===== config.mk =====
export PLATFORM = sky130hd
export DESIGN_NAME = core_mem_arbiter
export DESIGN_NICKNAME = d
export VERILOG_FILES = /design/src/rtl/core_mem_arbiter_pkg.sv /design/src/rtl/core_mem_stdio.sv /design/src/rtl/core_mem_arbiter.sv
export SDC_FILE = /design/constraint.sdc
export NUM_CORES = 1
export LEC_CHECK = 0
export ABC_AREA = 1
export CORE_ASPECT_RATIO = 0.5
export CORE_UTILIZATION = 20
export CTS_CLUSTER_DIAMETER = 100
export DETAILED_ROUTE_END_ITERATION = 16
export PLACE_DENSITY = 0.82
export REMOVE_ABC_BUFFERS = 1
export SYNTH_ARGS = -nofsm -noshare
export SYNTH_HDL_FRONTEND = slang
export SYNTH_SLANG_ARGS = --single-unit

===== constraint.sdc =====
create_clock -name clk_i -period 1.6 [get_ports clk_i]
set_input_delay 0.32 -clock clk_i [delete_from_list [all_inputs] [get_ports clk_i]]
set_output_delay 0.32 -clock clk_i [all_outputs]
set_load 0.01 [all_outputs]

===== src/rtl/core_mem_arbiter_pkg.sv =====
// core_mem_arbiter_pkg
// Shared declarations for the TOY core main-memory arbiter: the arbiter FSM
// state type and the default address that maps onto stdin/stdout.
package core_mem_arbiter_pkg;

  typedef enum logic [2:0] {
    IDLE,
    IFU_WAIT,
    LSU_WAIT,
    IO_IN,
    IO_OUT
  } mem_arb_state_e;

  localparam logic [7:0] IO_ADDR_DEF = 8'hFF;

endpackage


===== src/rtl/core_mem_stdio.sv =====
// core_mem_stdio
// stdin/stdout handshake helper for core_mem_arbiter. The arbiter tells it
// which I/O wait state is active; it drives the handshake outputs, keeps the
// stdout data register and reports the completing handshake cycle.
// Ports:
//   i_clk, i_rst        clock, asynchronous active-high reset
//   i_in_act            arbiter is in IO_IN
//   i_out_act           arbiter is in IO_OUT
//   i_out_load          capture i_wdata into the stdout register
//   i_wdata             store data from the LSU
//   i_stdin_valid, o_stdin_ready, i_stdin_data     stdin handshake
//   o_stdout_valid, i_stdout_ready, o_stdout_data  stdout handshake
//   o_done, o_rdata     handshake completed this cycle / stdin word
module core_mem_stdio #(
  parameter int unsigned DATA_W = 16
) (
  input  logic              i_clk,
  input  logic              i_rst,
  input  logic              i_in_act,
  input  logic              i_out_act,
  input  logic              i_out_load,
  input  logic [DATA_W-1:0] i_wdata,
  input  logic              i_stdin_valid,
  output logic              o_stdin_ready,
  input  logic [DATA_W-1:0] i_stdin_data,
  output logic              o_stdout_valid,
  input  logic              i_stdout_ready,
  output logic [DATA_W-1:0] o_stdout_data,
  output logic              o_done,
  output logic [DATA_W-1:0] o_rdata
);

  logic [DATA_W-1:0] r_out_data;

  always_ff @(posedge i_clk or posedge i_rst) begin
    if (i_rst) begin
      r_out_data <= '0;
    end else if (i_out_load) begin
      r_out_data <= i_wdata;
    end
  end

  always_comb begin
    o_stdin_ready  = i_in_act;
    o_stdout_valid = i_out_act;
    o_stdout_data  = i_out_act ? r_out_data : '0;
    o_done         = 1'b0;
    o_rdata        = '0;
    if (i_in_act && i_stdin_valid) begin
      o_done  = 1'b1;
      o_rdata = i_stdin_data;
    end
    if (i_out_act && i_stdout_ready) begin
      o_done = 1'b1;
    end
  end

endmodule


===== src/rtl/core_mem_arbiter.sv =====
// core_mem_arbiter
// Single-port main-memory controller for the TOY core. Shares the memory port
// between instruction fetch (ifu_*) and decode's load/store preempt path
// (lsu_*). With CORE_MEM_STDIO_EN defined, accesses to IO_ADDR become
// stdin (load) / stdout (store) handshakes via core_mem_stdio; otherwise
// IO_ADDR is ordinary memory and the stdio outputs are tied low.
// Ports:
//   clk_i, rst_i                       clock, asynchronous active-high reset
//   ifu_req_i/addr_i/gnt_o/rvalid_o/rdata_o   fetch request and response
//   lsu_req_i/wen_i/addr_i/wdata_i/done_o/rdata_o  load/store request
//   mem_en_o/wen_o/addr_o/wdata_o, mem_rdata_i     memory macro port
//   stdin_*, stdout_*                  console handshakes
module core_mem_arbiter
  import core_mem_arbiter_pkg::*;
#(
  parameter int unsigned           ADDR_W  = 8,
  parameter int unsigned           DATA_W  = 16,
  parameter logic [ADDR_W-1:0]     IO_ADDR = ADDR_W'(IO_ADDR_DEF)
) (
  input  logic              clk_i,
  input  logic              rst_i,
  input  logic              ifu_req_i,
  input  logic [ADDR_W-1:0] ifu_addr_i,
  output logic              ifu_gnt_o,
  output logic              ifu_rvalid_o,
  output logic [DATA_W-1:0] ifu_rdata_o,
  input  logic              lsu_req_i,
  input  logic              lsu_wen_i,
  input  logic [ADDR_W-1:0] lsu_addr_i,
  input  logic [DATA_W-1:0] lsu_wdata_i,
  output logic              lsu_done_o,
  output logic [DATA_W-1:0] lsu_rdata_o,
  output logic              mem_en_o,
  output logic              mem_wen_o,
  output logic [ADDR_W-1:0] mem_addr_o,
  output logic [DATA_W-1:0] mem_wdata_o,
  input  logic [DATA_W-1:0] mem_rdata_i,
  input  logic              stdin_valid_i,
  output logic              stdin_ready_o,
  input  logic [DATA_W-1:0] stdin_data_i,
  output logic              stdout_valid_o,
  input  logic              stdout_ready_i,
  output logic [DATA_W-1:0] stdout_data_o
);

  mem_arb_state_e    r_state;
  mem_arb_state_e    w_next;
  logic              r_fetch_pri;
  logic              r_lsu_block;
  logic              w_lsu_req;
  logic              w_gnt_lsu;
  logic              w_gnt_ifu;
  logic              w_lsu_io;
  logic              w_io_done;
  logic [DATA_W-1:0] w_io_rdata;
  logic              w_done;

  // r_lsu_block masks the still-high request seen in the completion cycle;
  // it clears once the LSU has dropped req for a cycle. Grants are gated by
  // rst_i so every output reads 0 while reset is held.
  assign w_lsu_req = lsu_req_i & ~r_lsu_block & ~rst_i;
  assign w_gnt_lsu = (r_state == IDLE) & w_lsu_req & ~(r_fetch_pri & ifu_req_i);
  assign w_gnt_ifu = (r_state == IDLE) & ~rst_i & ifu_req_i & ~w_gnt_lsu;
  assign w_done    = (r_state == LSU_WAIT) | w_io_done;

`ifdef CORE_MEM_STDIO_EN
  assign w_lsu_io = (lsu_addr_i == IO_ADDR);

  core_mem_stdio #(
    .DATA_W(DATA_W)
  ) u_stdio (
    .i_clk          (clk_i),
    .i_rst          (rst_i),
    .i_in_act       (r_state == IO_IN),
    .i_out_act      (r_state == IO_OUT),
    .i_out_load     (w_gnt_lsu & w_lsu_io & lsu_wen_i),
    .i_wdata        (lsu_wdata_i),
    .i_stdin_valid  (stdin_valid_i),
    .o_stdin_ready  (stdin_ready_o),
    .i_stdin_data   (stdin_data_i),
    .o_stdout_valid (stdout_valid_o),
    .i_stdout_ready (stdout_ready_i),
    .o_stdout_data  (stdout_data_o),
    .o_done         (w_io_done),
    .o_rdata        (w_io_rdata)
  );
`else
  logic w_unused_io;

  assign w_lsu_io       = 1'b0;
  assign w_io_done      = 1'b0;
  assign w_io_rdata     = '0;
  assign stdin_ready_o  = 1'b0;
  assign stdout_valid_o = 1'b0;
  assign stdout_data_o  = '0;
  assign w_unused_io    = ^{stdin_valid_i, stdin_data_i, stdout_ready_i, IO_ADDR};
`endif

  always_ff @(posedge clk_i or posedge rst_i) begin
    if (rst_i) begin
      r_state     <= IDLE;
      r_fetch_pri <= 1'b0;
      r_lsu_block <= 1'b0;
    end else begin
      r_state <= w_next;
      if (w_done) begin
        r_fetch_pri <= 1'b1;
      end else if (w_gnt_ifu) begin
        r_fetch_pri <= 1'b0;
      end
      if (w_done) begin
        r_lsu_block <= 1'b1;
      end else if (!lsu_req_i) begin
        r_lsu_block <= 1'b0;
      end
    end
  end

  always_comb begin
    w_next = r_state;
    case (r_state)
      IDLE: begin
        if (w_gnt_lsu) begin
          if (w_lsu_io) begin
            w_next = lsu_wen_i ? IO_OUT : IO_IN;
          end else begin
            w_next = LSU_WAIT;
          end
        end else if (w_gnt_ifu) begin
          w_next = IFU_WAIT;
        end
      end
      IFU_WAIT: w_next = IDLE;
      LSU_WAIT: w_next = IDLE;
`ifdef CORE_MEM_STDIO_EN
      IO_IN:    w_next = w_io_done ? IDLE : IO_IN;
      IO_OUT:   w_next = w_io_done ? IDLE : IO_OUT;
`endif
      default:  w_next = IDLE;
    endcase
  end

  always_comb begin
    ifu_gnt_o    = 1'b0;
    ifu_rvalid_o = 1'b0;
    ifu_rdata_o  = '0;
    lsu_done_o   = 1'b0;
    lsu_rdata_o  = '0;
    mem_en_o     = 1'b0;
    mem_wen_o    = 1'b0;
    mem_addr_o   = '0;
    mem_wdata_o  = '0;
    case (r_state)
      IDLE: begin
        if (w_gnt_lsu && !w_lsu_io) begin
          mem_en_o    = 1'b1;
          mem_wen_o   = lsu_wen_i;
          mem_addr_o  = lsu_addr_i;
          mem_wdata_o = lsu_wdata_i;
        end else if (w_gnt_ifu) begin
          mem_en_o   = 1'b1;
          mem_addr_o = ifu_addr_i;
          ifu_gnt_o  = 1'b1;
        end
      end
      IFU_WAIT: begin
        ifu_rvalid_o = 1'b1;
        ifu_rdata_o  = mem_rdata_i;
      end
      LSU_WAIT: begin
        lsu_done_o  = 1'b1;
        lsu_rdata_o = lsu_wen_i ? '0 : mem_rdata_i;
      end
      default: ;
    endcase
    if (w_io_done) begin
      lsu_done_o  = 1'b1;
      lsu_rdata_o = w_io_rdata;
    end
  end

endmodule


-- Yosys cells after proc, flatten, opt, wreduce, memory -nomap -nowiden
Index checks and enable logic that the tools add are counted.
- flip-flop bits (word level): 5
- input port bits: 71
- output and inout bits: 79
- word-level logic and storage cells: 45
- equality and inequality tests: 4
- multiplexer cells: 24
- bitwise logic cells: 12
- reductions and logical operators: 2
- operators with widths (cell ; number):
    16-bit 2-to-1 mux ; 5
    8-bit 2-to-1 mux ; 3
    1-bit 2-to-1 mux ; 13
    3-bit 2-to-1 mux ; 3
    1-bit AND ; 8
    1-bit NOT ; 4
    3-bit by 1-bit equality test with 1-bit output (second input constant) ; 1
    3-bit by 2-bit equality test with 1-bit output (second input constant) ; 1
    3-bit logical NOT ; 1
    3-bit inequality test (second input constant) ; 1
    2-bit by 1-bit inequality test with 1-bit output (second input constant) ; 1
    2-bit nonzero test ; 1

-- Logic depth before layout (Yosys ltp)
Gate-level depths: netlist of run 1.
- depth after elaboration: 10
- mapped depth: 6
- depth with buffers taken out: 6

-- Worst setup path after synthesis of run 1
Ideal clock, no wire load.
- path type: register to output
- start: register r_state[0]
- end: output port lsu_rdata_o[10]
- arrival: 1.138 ns
- data required time: 1.280 ns
- path slack: 0.142 ns
- cell stages (with the launch flop): 5
- buffers on the path: 1
- path through: dfrtp_1 nor2_1 nand2_2 buf_2 nor2_1
- word-level cells in the longest chain between the ends: 2
- RTL lines (item ; line ; text):
    from (decl) ; core_mem_arbiter.sv:46 ; mem_arb_state_e r_state;
    from (signal assigned) ; core_mem_arbiter.sv:105 ; r_state <= w_next;
    3-bit by 2-bit equality test with 1-bit output ; core_mem_arbiter.sv:153 ; case (r_state)
    16-bit 2-to-1 mux ; core_mem_arbiter.sv:153 ;
    to (decl) ; core_mem_arbiter.sv:32 ; output logic [DATA_W-1:0] lsu_rdata_o,
No other way between the ends.

-- Final worst setup path of run 1
- start: register r_state[1]
- end: output port mem_addr_o[0]
- word-level cells in the longest chain between the ends: 8
- elaborated cells on any way between the ends: 10
- classes of those cells: mux: 3; bitwise: 6; reduce/logical: 1
- RTL lines (item ; line ; text):
    3-bit logical NOT (*) ; core_mem_arbiter.sv:62, core_mem_arbiter.sv:63, core_mem_arbiter.sv:153 ;
    1-bit AND (2 in a row) ; core_mem_arbiter.sv:62 ; assign w_gnt_lsu = (r_state == IDLE) & w_lsu_req & ~(r_fetch_pri & ifu_req_i);
    1-bit NOT ; core_mem_arbiter.sv:63 ; assign w_gnt_ifu = (r_state == IDLE) & ~rst_i & ifu_req_i & ~w_gnt_lsu;
    1-bit AND ; core_mem_arbiter.sv:63 ;
    8-bit 2-to-1 mux ; core_mem_arbiter.sv:160 ; end else if (w_gnt_ifu) begin
    8-bit 2-to-1 mux ; core_mem_arbiter.sv:155 ; if (w_gnt_lsu && !w_lsu_io) begin
    8-bit 2-to-1 mux (*) ; core_mem_arbiter.sv:153 ;
    to (decl) ; core_mem_arbiter.sv:35 ; output logic [ADDR_W-1:0] mem_addr_o,
Mark *: on every way between the ends. The rest lies on a longest branch, timed or not.

==> tab_implementation.tex, run 1 <==
\begin{tabular}{lr}
\hline
Metric & Value \\
\hline
\multicolumn{2}{l}{\textbf{STA}} \\
\quad Clock skew & 0.000724 ns \\
\quad Tmin final & 1.81 ns \\
\quad Setup repair after global routing missed its margin & yes \\
\quad Final worst slack & -0.213 ns \\
\quad Count of final max-slew check failures & 0 \\
\quad Final Hold Fails & 0 \\
\quad WHS & 0.229 ns \\
\quad Fin crit share & 113\% \\
\quad Highest clock rate & 552 MHz \\
\quad Count of final setup violators & between 50 and 60 \\
\multicolumn{2}{l}{\textbf{Synthesis}} \\
\quad Post-Synth Simple-Gate Area & between 40\% and 50\% \\
\quad Combinational family with the most area after synthesis & simple AND/OR/NAND/NOR gates \\
\quad Number of unique standard cell types used by synthesis & 14 \\
\quad Post-Synth Adder-Cell Area & 0\% \\
\quad XOR/XNOR Fraction of Synth Area & 0\% \\
\quad Average footprint of a synthesized cell & around 5 sq um \\
\quad Synth Warn \# & 0 \\
\quad Post-synthesis instance total & between 150 and 200 \\
\quad Proportion of synthesized area in mux cells & 0\% \\
\quad Proportion of synthesized chip area in sequential cells & 12.8\% \\
\quad Compound-gate portion of the synthesized area & 0\% \\
\quad Count of state elements after synthesis & 4 \\
\quad Cell area after technology mapping & a little under 800 sq um \\
\multicolumn{2}{l}{\textbf{Critical path}} \\
\quad Start-to-end type of the worst setup path & register to primary output \\
\quad Cell class contributing the biggest share of worst-path delay & simple AND/OR/NAND/NOR gates \\
\quad Arrival @ worst endpoint & $\sim$1.5 ns \\
\quad Worst setup SP type & register \\
\quad Biggest fanout along the worst timing path & 5 \\
\quad WP buf/inv & 3 \\
\quad Cell at the slowest stage of the critical path & dfrtp\_1 \\
\quad Instance count on the critical path & 8 \\
\quad List of cells traversed by the critical path & nor2\_2, nand2\_4, nor2\_4, buf\_6, buf\_6, nand2\_1, nand2\_1, buf\_2 \\
\quad Req. time, crit path & 1.28 ns \\
\quad R2r worst-path depth & 7 \\
\quad CP Capture Type & primary output \\
\quad CP max stage delay & roughly 0.38 ns \\
\quad Reg2reg setup slack & about 0.38 ns \\
\multicolumn{2}{l}{\textbf{Power}} \\
\quad Power share of the clock group & 20.6\% \\
\quad Power density of the placed cells & between 400 and 500 nW/um\^{}2 \\
\quad Internal Pwr Total & 628 uW \\
\quad Net switching power & $\sim$400 uW \\
\quad Seq pwr share & 12.7\% \\
\quad Power Total & roughly 1.0 mW \\
\quad Static Leak & about 1.2 nW \\
\quad Combinational group share of total power & between 60 and 70\% \\
\quad VDD IR-drop max & about 0.30 mV \\
\quad Switching portion of total power & between 30 and 40\% \\
\multicolumn{2}{l}{\textbf{Floorplan}} \\
\quad Horizontal extent of the die & 90.6 microns \\
\quad Die footprint & 4190 sq um \\
\quad Number of ports placed on the die boundary & 150 \\
\quad Number of cell rows & 15 \\
\quad Initial cell density of the core & around 22\% \\
\quad Area inside the core boundary & between 3000 and 4000 sq um \\
\quad Floorplan die height & around 46 microns \\
\multicolumn{2}{l}{\textbf{Route}} \\
\quad Via total after detailed routing & approximately 1.4k \\
\quad Total wire length after detailed routing & 4420 microns \\
\quad Via/cell ratio & just under 4 \\
\quad Starting DRT DRC Count & 30 \\
\quad Number of detailed-routing iterations run before antenna repair & 4 \\
\quad Detail Route Antenna Nets & 0 \\
\quad Drc violations & 0 \\
\quad Wirelength per Cell & 12.8 microns \\
\multicolumn{2}{l}{\textbf{Job}} \\
\quad Number of maximum-capacitance violations & 0 \\
\multicolumn{2}{l}{\textbf{Worst hold path}} \\
\quad Class of the tightest hold or removal check & input pin to async pin \\
\multicolumn{2}{l}{\textbf{Run status}} \\
\quad Status & complete, but fails checks \\
\quad Violated checks & setup timing \\
\multicolumn{2}{l}{\textbf{Clock tree}} \\
\quad Root Driver & clkbuf\_8 \\
\quad Hold Buf Count CTS & 0 \\
\quad Depth of the CTS H-tree & 1 \\
\quad Clock-pin slew reported for the worst setup and hold paths after clock tree synthesis & around 0.03 ns \\
\quad Number of sinks handled by clock tree synthesis & 4 \\
\quad Clock tree from TritonCTS & done \\
\quad Clk\_lat worst skew & roughly 0.21 ns \\
\quad Num CTS Buffers & 3 \\
\quad Maximum buffer depth of the clock tree & 2 \\
\multicolumn{2}{l}{\textbf{GRT}} \\
\quad Number of antenna violations at the first check in global routing & 0 \\
\quad Remaining global-route overflow & 0 \\
\quad First-pass GRT wire length & 5860 microns \\
\quad Combined global-route utilization of all metal layers & $\sim$18\% \\
\quad Number of global-route vias before repair & approximately 1.2k \\
\quad Largest net degree at the start of global routing & 19 \\
\multicolumn{2}{l}{\textbf{Place}} \\
\quad Routability congestion estimate from global placement & 0.762 \\
\quad Placed inst area & 1970 sq um \\
\quad DP HPWL & 3100 microns \\
\quad Number of I/O port buffers & between 100 and 150 \\
\multicolumn{2}{l}{\textbf{Finish}} \\
\quad Fin area & 2150 sq um \\
\quad Net total in the final layout & 368 \\
\quad Inserted Diodes & 0 \\
\quad Share of layout cells above drive strength 1 & between 40 and 50\% \\
\quad Area Overhead vs Synth & 175\% \\
\quad Fill cell instance count of the final layout & around 320 \\
\hline
\end{tabular}
## worst paths after layout
path                              from       endpoint
setup / recovery            r_state[1]  mem_addr_o[0]
hold / removal                   rst_i     r_state[0]
setup reg to reg            r_state[1]    r_fetch_pri
hold reg to reg            r_lsu_block    r_lsu_block
max in group asynchronous        rst_i    r_fetch_pri
min in group clk_i         r_lsu_block    r_lsu_block
## power by group through the flow
stage	combinational [mW]	clock (mW)	sequential (mW)
CTS	0.584	0.213	0.130
global route	0.730	0.221	0.133
global placement	0.578	0	0.128
floorplan	0.208	0	0.127
finish	0.682	0.211	0.130
detailed placement	0.593	0	0.130
## layout make-up
type,count,area [sq um],area share [%]
clock buffer,3,41.3,1.92
inverter,41,161,7.49
multi-input combinational,108,581,26.9
sequential,4,100,4.65
tap,51,63.8,2.96
timing repair buffer,139,1210,56.0
## registers in the layout, indices dropped and copies added, names as in the netlist
register and cells:
r_state 2, r_fetch_pri 1, r_lsu_block 1
## worst register-to-register path, delay by kind of cell (launching register included)
kind | cells | cell delay, ns
buffers and inverters | 2 | 0.24
DFF | 1 | 0.38
and+or+nand+nor | 5 | 0.47
## metal layers
| layer | vias to the layer above | wire length (microns) | track usage, % |
|---|---|---|---|
| li1 | 677 | - | - |
| met1 | 620 | 1650 | 18.9 |
| met2 | 41 | 2500 | 38.3 |
| met3 | 12 | 122 | 2.48 |
| met4 | 0 | 149 | 7.10 |
| met5 | - | 0 | 0 |
## stage by stage
step | util [%] | worst slack [ns] | instances | TNS [ns]
finish | 60.1 | -0.213 | 346 | -5.64
global route | 60.1 | -0.273 | 346 | -8.67
floorplan | - | 0.142 | 152 | 0
global placement | 54.9 | -0.637 | 328 | -25.68
detailed placement | 54.9 | -0.705 | 328 | -27.51
CTS | 55.3 | -0.157 | 339 | -3.62
## synthesized netlist by cell type
cell type	instances	area, sq um
inv_1	40	150
nand2_1	24	90.1
nand3_2	1	10.0
dfrtp_1	4	100
nand3_1	8	40.0
buf_2	2	10.0
buf_6	1	11.3
nor2_2	1	6.26
conb_1	1	3.75
buf_4	19	143
nor2_1	53	199
nor2_4	1	11.3
nand2_2	1	6.26
inv_2	1	3.75
## placed cells by master, fill, tap and decap left out
cell type	synthesis	final
clkdlybuf4s15_2	0	15
clkdlybuf4s50_1	0	49
conb_1	1	18
nor2_4	1	8
nand2_1	24	15
nand3_1	8	8
nand3_2	1	1
nand2_2	1	7
clkbuf_2	0	6
nor2_1	53	30
inv_1	40	37
dfrtp_1	4	4
buf_4	19	15
inv_4	0	1
clkbuf_16	0	1
inv_6	0	1
nor2_2	1	17
nand2_8	0	1
clkbuf_8	0	3
nand2_4	0	3
buf_6	1	15
dlygate4sd2_1	0	3
buf_8	0	1
inv_2	1	2
buf_2	2	34
## kinds of logic after synthesis
kind of cell,Yosys count
buffers and inverters,63
AND/OR/NAND/NOR,89
other,1
flip-flops,4
## repair_timing
item / CTS / global route
buffers inserted: 8 / 5
pin swaps: 6 / 11
gates resized for setup: 226 / 68
hold endpoints to repair: 0 / 0
gates cloned: 0 / 2
endpoints found under the setup margin: 61 / 61
Power figures use the tool's default switching activity.
==> run 2, diff against run 1 <==
- CTS_CLUSTER_SIZE: unset -> 8
==> results of run 2 <==
No change in the layout: final DEF, timing and power equal those of run 1.
==> run 3, diff against run 2 <==
- CORE_MARGIN: unset -> 4
==> run 3 against run 2 <==
Effect of this change: the run still ends with setup timing left; non-clock buffer count unchanged; maximum frequency fell by 7.0%; worst hold slack worse by 0.0047 ns; via count up 4.4%.
==> tab_implementation.tex, run 3 (synthesized netlist as in run 1, its figures left out) <==
\begin{tabular}{lr}
\hline
Metric & Value \\
\hline
\multicolumn{2}{l}{\textbf{Floorplan}} \\
\quad Die footprint & 5050 sq um (+20\%) \\
\quad Number of ports placed on the die boundary & 150 (unchanged) \\
\quad Number of cell rows & 15 (unchanged) \\
\quad Floorplan die height & 52.3 microns (+13\%) \\
\quad Horizontal extent of the die & 96.6 microns (+6.6\%) \\
\quad Area inside the core boundary & 3600 sq um (+0.52\%) \\
\quad Initial cell density of the core & 21.8\% (-0.11 points) \\
\multicolumn{2}{l}{\textbf{Power}} \\
\quad Net switching power & 450 uW (+14\%) \\
\quad Static Leak & 1.30 nW (+5.4\%) \\
\quad Internal Pwr Total & 671 uW (+6.8\%) \\
\quad Switching portion of total power & 40.2\% (+1.6 points) \\
\quad Power density of the placed cells & 500 nW/um\^{}2 (+5.3\%) \\
\quad Power share of the clock group & 20.4\% (-0.2 points) \\
\quad VDD IR-drop max & 0.314 mV (+3.9\%) \\
\quad Combinational group share of total power & 67.4\% (+0.7 points) \\
\quad Seq pwr share & 12.2\% (-0.5 points) \\
\multicolumn{2}{l}{\textbf{Route}} \\
\quad Drc violations & 0 (unchanged) \\
\quad Detail Route Antenna Nets & 0 (unchanged) \\
\quad Wirelength per Cell & 14.0 microns (+9.6\%) \\
\quad Total wire length after detailed routing & 4860 microns (+9.9\%) \\
\quad Via total after detailed routing & 1409 (+4.4\%) \\
\quad Starting DRT DRC Count & 65 (+120\%) \\
\quad Via/cell ratio & 4.06 (+4.1\%) \\
\quad Number of detailed-routing iterations run before antenna repair & 4 (unchanged) \\
\multicolumn{2}{l}{\textbf{STA}} \\
\quad Final worst slack & -0.349 ns (-0.136 ns) \\
\quad Setup TNS & -6.86 ns (-1.22 ns) \\
\quad Count of final setup violators & 39 (-25\%) \\
\quad Fin crit share & 122\% (+8.5 points) \\
\quad Clock skew & 0.00387 ns (+0.00315 ns) \\
\quad Tmin final & 1.95 ns (+0.136 ns) \\
\quad Final Hold Fails & 0 (unchanged) \\
\quad Highest clock rate & 513 MHz (-7.0\%) \\
\quad WHS & 0.224 ns (-0.00469 ns) \\
\quad Count of final max-slew check failures & 0 (unchanged) \\
\quad Setup repair after global routing missed its margin & yes \\
\multicolumn{2}{l}{\textbf{Clock tree}} \\
\quad Clock tree from TritonCTS & done \\
\quad Depth of the CTS H-tree & 1 (unchanged) \\
\quad Clock-pin slew reported for the worst setup and hold paths after clock tree synthesis & 0.04 ns (about the same) \\
\quad Clk\_lat worst skew & 0.23 ns (+0.02 ns) \\
\quad Hold Buf Count CTS & 0 (unchanged) \\
\quad Root Driver & clkbuf\_8 \\
\quad Number of sinks handled by clock tree synthesis & 4 (unchanged) \\
\quad Num CTS Buffers & 3 (unchanged) \\
\quad Maximum buffer depth of the clock tree & 2 (unchanged) \\
\multicolumn{2}{l}{\textbf{Finish}} \\
\quad Highest-count cells in the layout ignoring fill and taps & clkdlybuf4s50\_1, inv\_1, buf\_2, nor2\_1, buf\_6 \\
\quad Utilization after layout & 62.2\% (+2.1 points) \\
\quad Biggest register & r\_state \\
\quad Inserted Diodes & 0 (unchanged) \\
\quad Registers with the most flip-flops & r\_state (2), r\_fetch\_pri (1), r\_lsu\_block (1) \\
\quad Share of layout cells above drive strength 1 & 47.0\% (+2.6 points) \\
\quad Fill cell instance count of the final layout & 302 (-5.9\%) \\
\quad Final cell count without fillers & 347 (+0.29\%) \\
\quad Net total in the final layout & 369 (+0.27\%) \\
\quad Number of flip-flops in the largest register & 2 (unchanged) \\
\quad Most common library cell in the layout ignoring fill and taps & clkdlybuf4s50\_1 \\
\quad Area Overhead vs Synth & 186\% \\
\multicolumn{2}{l}{\textbf{Critical path}} \\
\quad List of cells traversed by the critical path & nor2\_2, nand2\_4, nor2\_4, buf\_12, buf\_8, inv\_8, nor2\_1, buf\_2 \\
\quad Reg2reg setup slack & 0.10 ns (-0.28 ns) \\
\quad Req. time, crit path & 1.28 ns (about the same) \\
\quad Worst setup SP type & register \\
\quad Start-to-end type of the worst setup path & register to primary output \\
\quad WP buf/inv & 4 (+1) \\
\quad CP Capture Type & primary output \\
\quad Launching instance or port of the critical path & r\_state[0] \\
\quad Biggest fanout along the worst timing path & 9 (+4) \\
\quad Cell class contributing the biggest share of worst-path delay & simple AND/OR/NAND/NOR gates \\
\quad Arrival @ worst endpoint & 1.63 ns (+0.14 ns) \\
\quad Cell at the slowest stage of the critical path & dfrtp\_1 \\
\quad CP max stage delay & 0.43 ns (+0.05 ns) \\
\quad R2R Path Start & r\_state[0] \\
\multicolumn{2}{l}{\textbf{Run status}} \\
\quad Status & complete, but fails checks \\
\quad Violated checks & setup timing \\
\multicolumn{2}{l}{\textbf{GRT}} \\
\quad Number of global-route vias before repair & 1325 (+9.7\%) \\
\quad Combined global-route utilization of all metal layers & 16.3\% (-1.8 points) \\
\quad Largest net degree at the start of global routing & 18 (-1) \\
\quad First-pass GRT wire length & 6340 microns (+8.2\%) \\
\quad Remaining global-route overflow & 0 (unchanged) \\
\quad Number of antenna violations at the first check in global routing & 0 (unchanged) \\
\multicolumn{2}{l}{\textbf{Job}} \\
\quad Number of maximum-capacitance violations & 0 (unchanged) \\
\multicolumn{2}{l}{\textbf{Place}} \\
\quad Placed instance count & 328 (unchanged) \\
\quad Number of I/O port buffers & 113 (unchanged) \\
\quad Post-place setup slack & -0.667 ns (+0.0376 ns) \\
\quad Routability congestion estimate from global placement & 0.762 (about the same) \\
\quad DP HPWL & 3230 microns (+4.3\%) \\
\multicolumn{2}{l}{\textbf{Worst hold path}} \\
\quad Class of the tightest hold or removal check & input pin to async pin \\
\hline
\end{tabular}
run 3: cell types whose count changed in the layout (fill, tap and decap cells not counted), moves of 3 or more:
cell,previous run,this run
nand2_1,15,12
nor2_4,8,17
clkbuf_2,6,11
nor2_2,17,13
clkdlybuf4s15_2,15,0
inv_8,0,3
nor2_1,30,25
buf_12,0,3
buf_6,15,21
run 3: per-layer routing:
layer | vias up | part of all wire [%] | track usage, %
met2 | 45 | 58 | 33.0
met4 | 0 | 1.6 | 3.02
met1 | 680 | 36 | 17.9
met3 | 8 | 3.6 | 2.58
li1 | 676 | - | -
met5 | - | 0 | 0
run 3: per-stage QoR:
step	instance area (sq um)	power, mW
2_1_floorplan	684	0.335
3_3_place_gp	1980	0.718
3_5_place_dp	1980	0.729
4_1_cts	2040	0.999
5_1_grt	2240	1.18
6_report	2240	1.12
run 3: tightest hold or removal path: cells and delay by family:
family	cells	cell delay, ns
buffers and inverters	3	0.45
run 3: cell type report:
type | count | area, sq um | area share [%]
Clock buffer | 3 | 41.3 | 1.84
Inverter | 41 | 161 | 7.20
Multi-Input combinational cell | 107 | 631 | 28.1
Sequential cell | 4 | 100 | 4.46
Tap cell | 51 | 63.8 | 2.85
Timing Repair Buffer | 139 | 1220 | 54.5
Timing Repair inverter | 2 | 22.5 | 1.00
run 3: timing repair:
action / in CTS / in global routing
setup buffers: 10 / 3
gates cloned: 2 / 2
hold endpoints to repair: 0 / 0
gates resized for setup: 240 / 95
pin swaps: 16 / 6
endpoints found under the setup margin: 61 / 60
run 3: path summary, 6_finish.rpt:
check                           cells after the start        endpoint
worst max-delay path                                8  mem_wdata_o[1]
worst min-delay path                                3     r_lsu_block
worst max register to register                      9      r_state[0]
worst min register to register                      2     r_lsu_block
max in group asynchronous                           3     r_fetch_pri
min in group clk_i                                  3     r_lsu_block
run 3: power groups by stage:
stage | registers (mW) | logic (mW) | clock network [mW]
detailed placement | 0.132 | 0.597 | 0
CTS | 0.133 | 0.641 | 0.226
floorplan | 0.127 | 0.208 | 0
finish | 0.136 | 0.756 | 0.229
global placement | 0.131 | 0.587 | 0
global route | 0.137 | 0.806 | 0.238
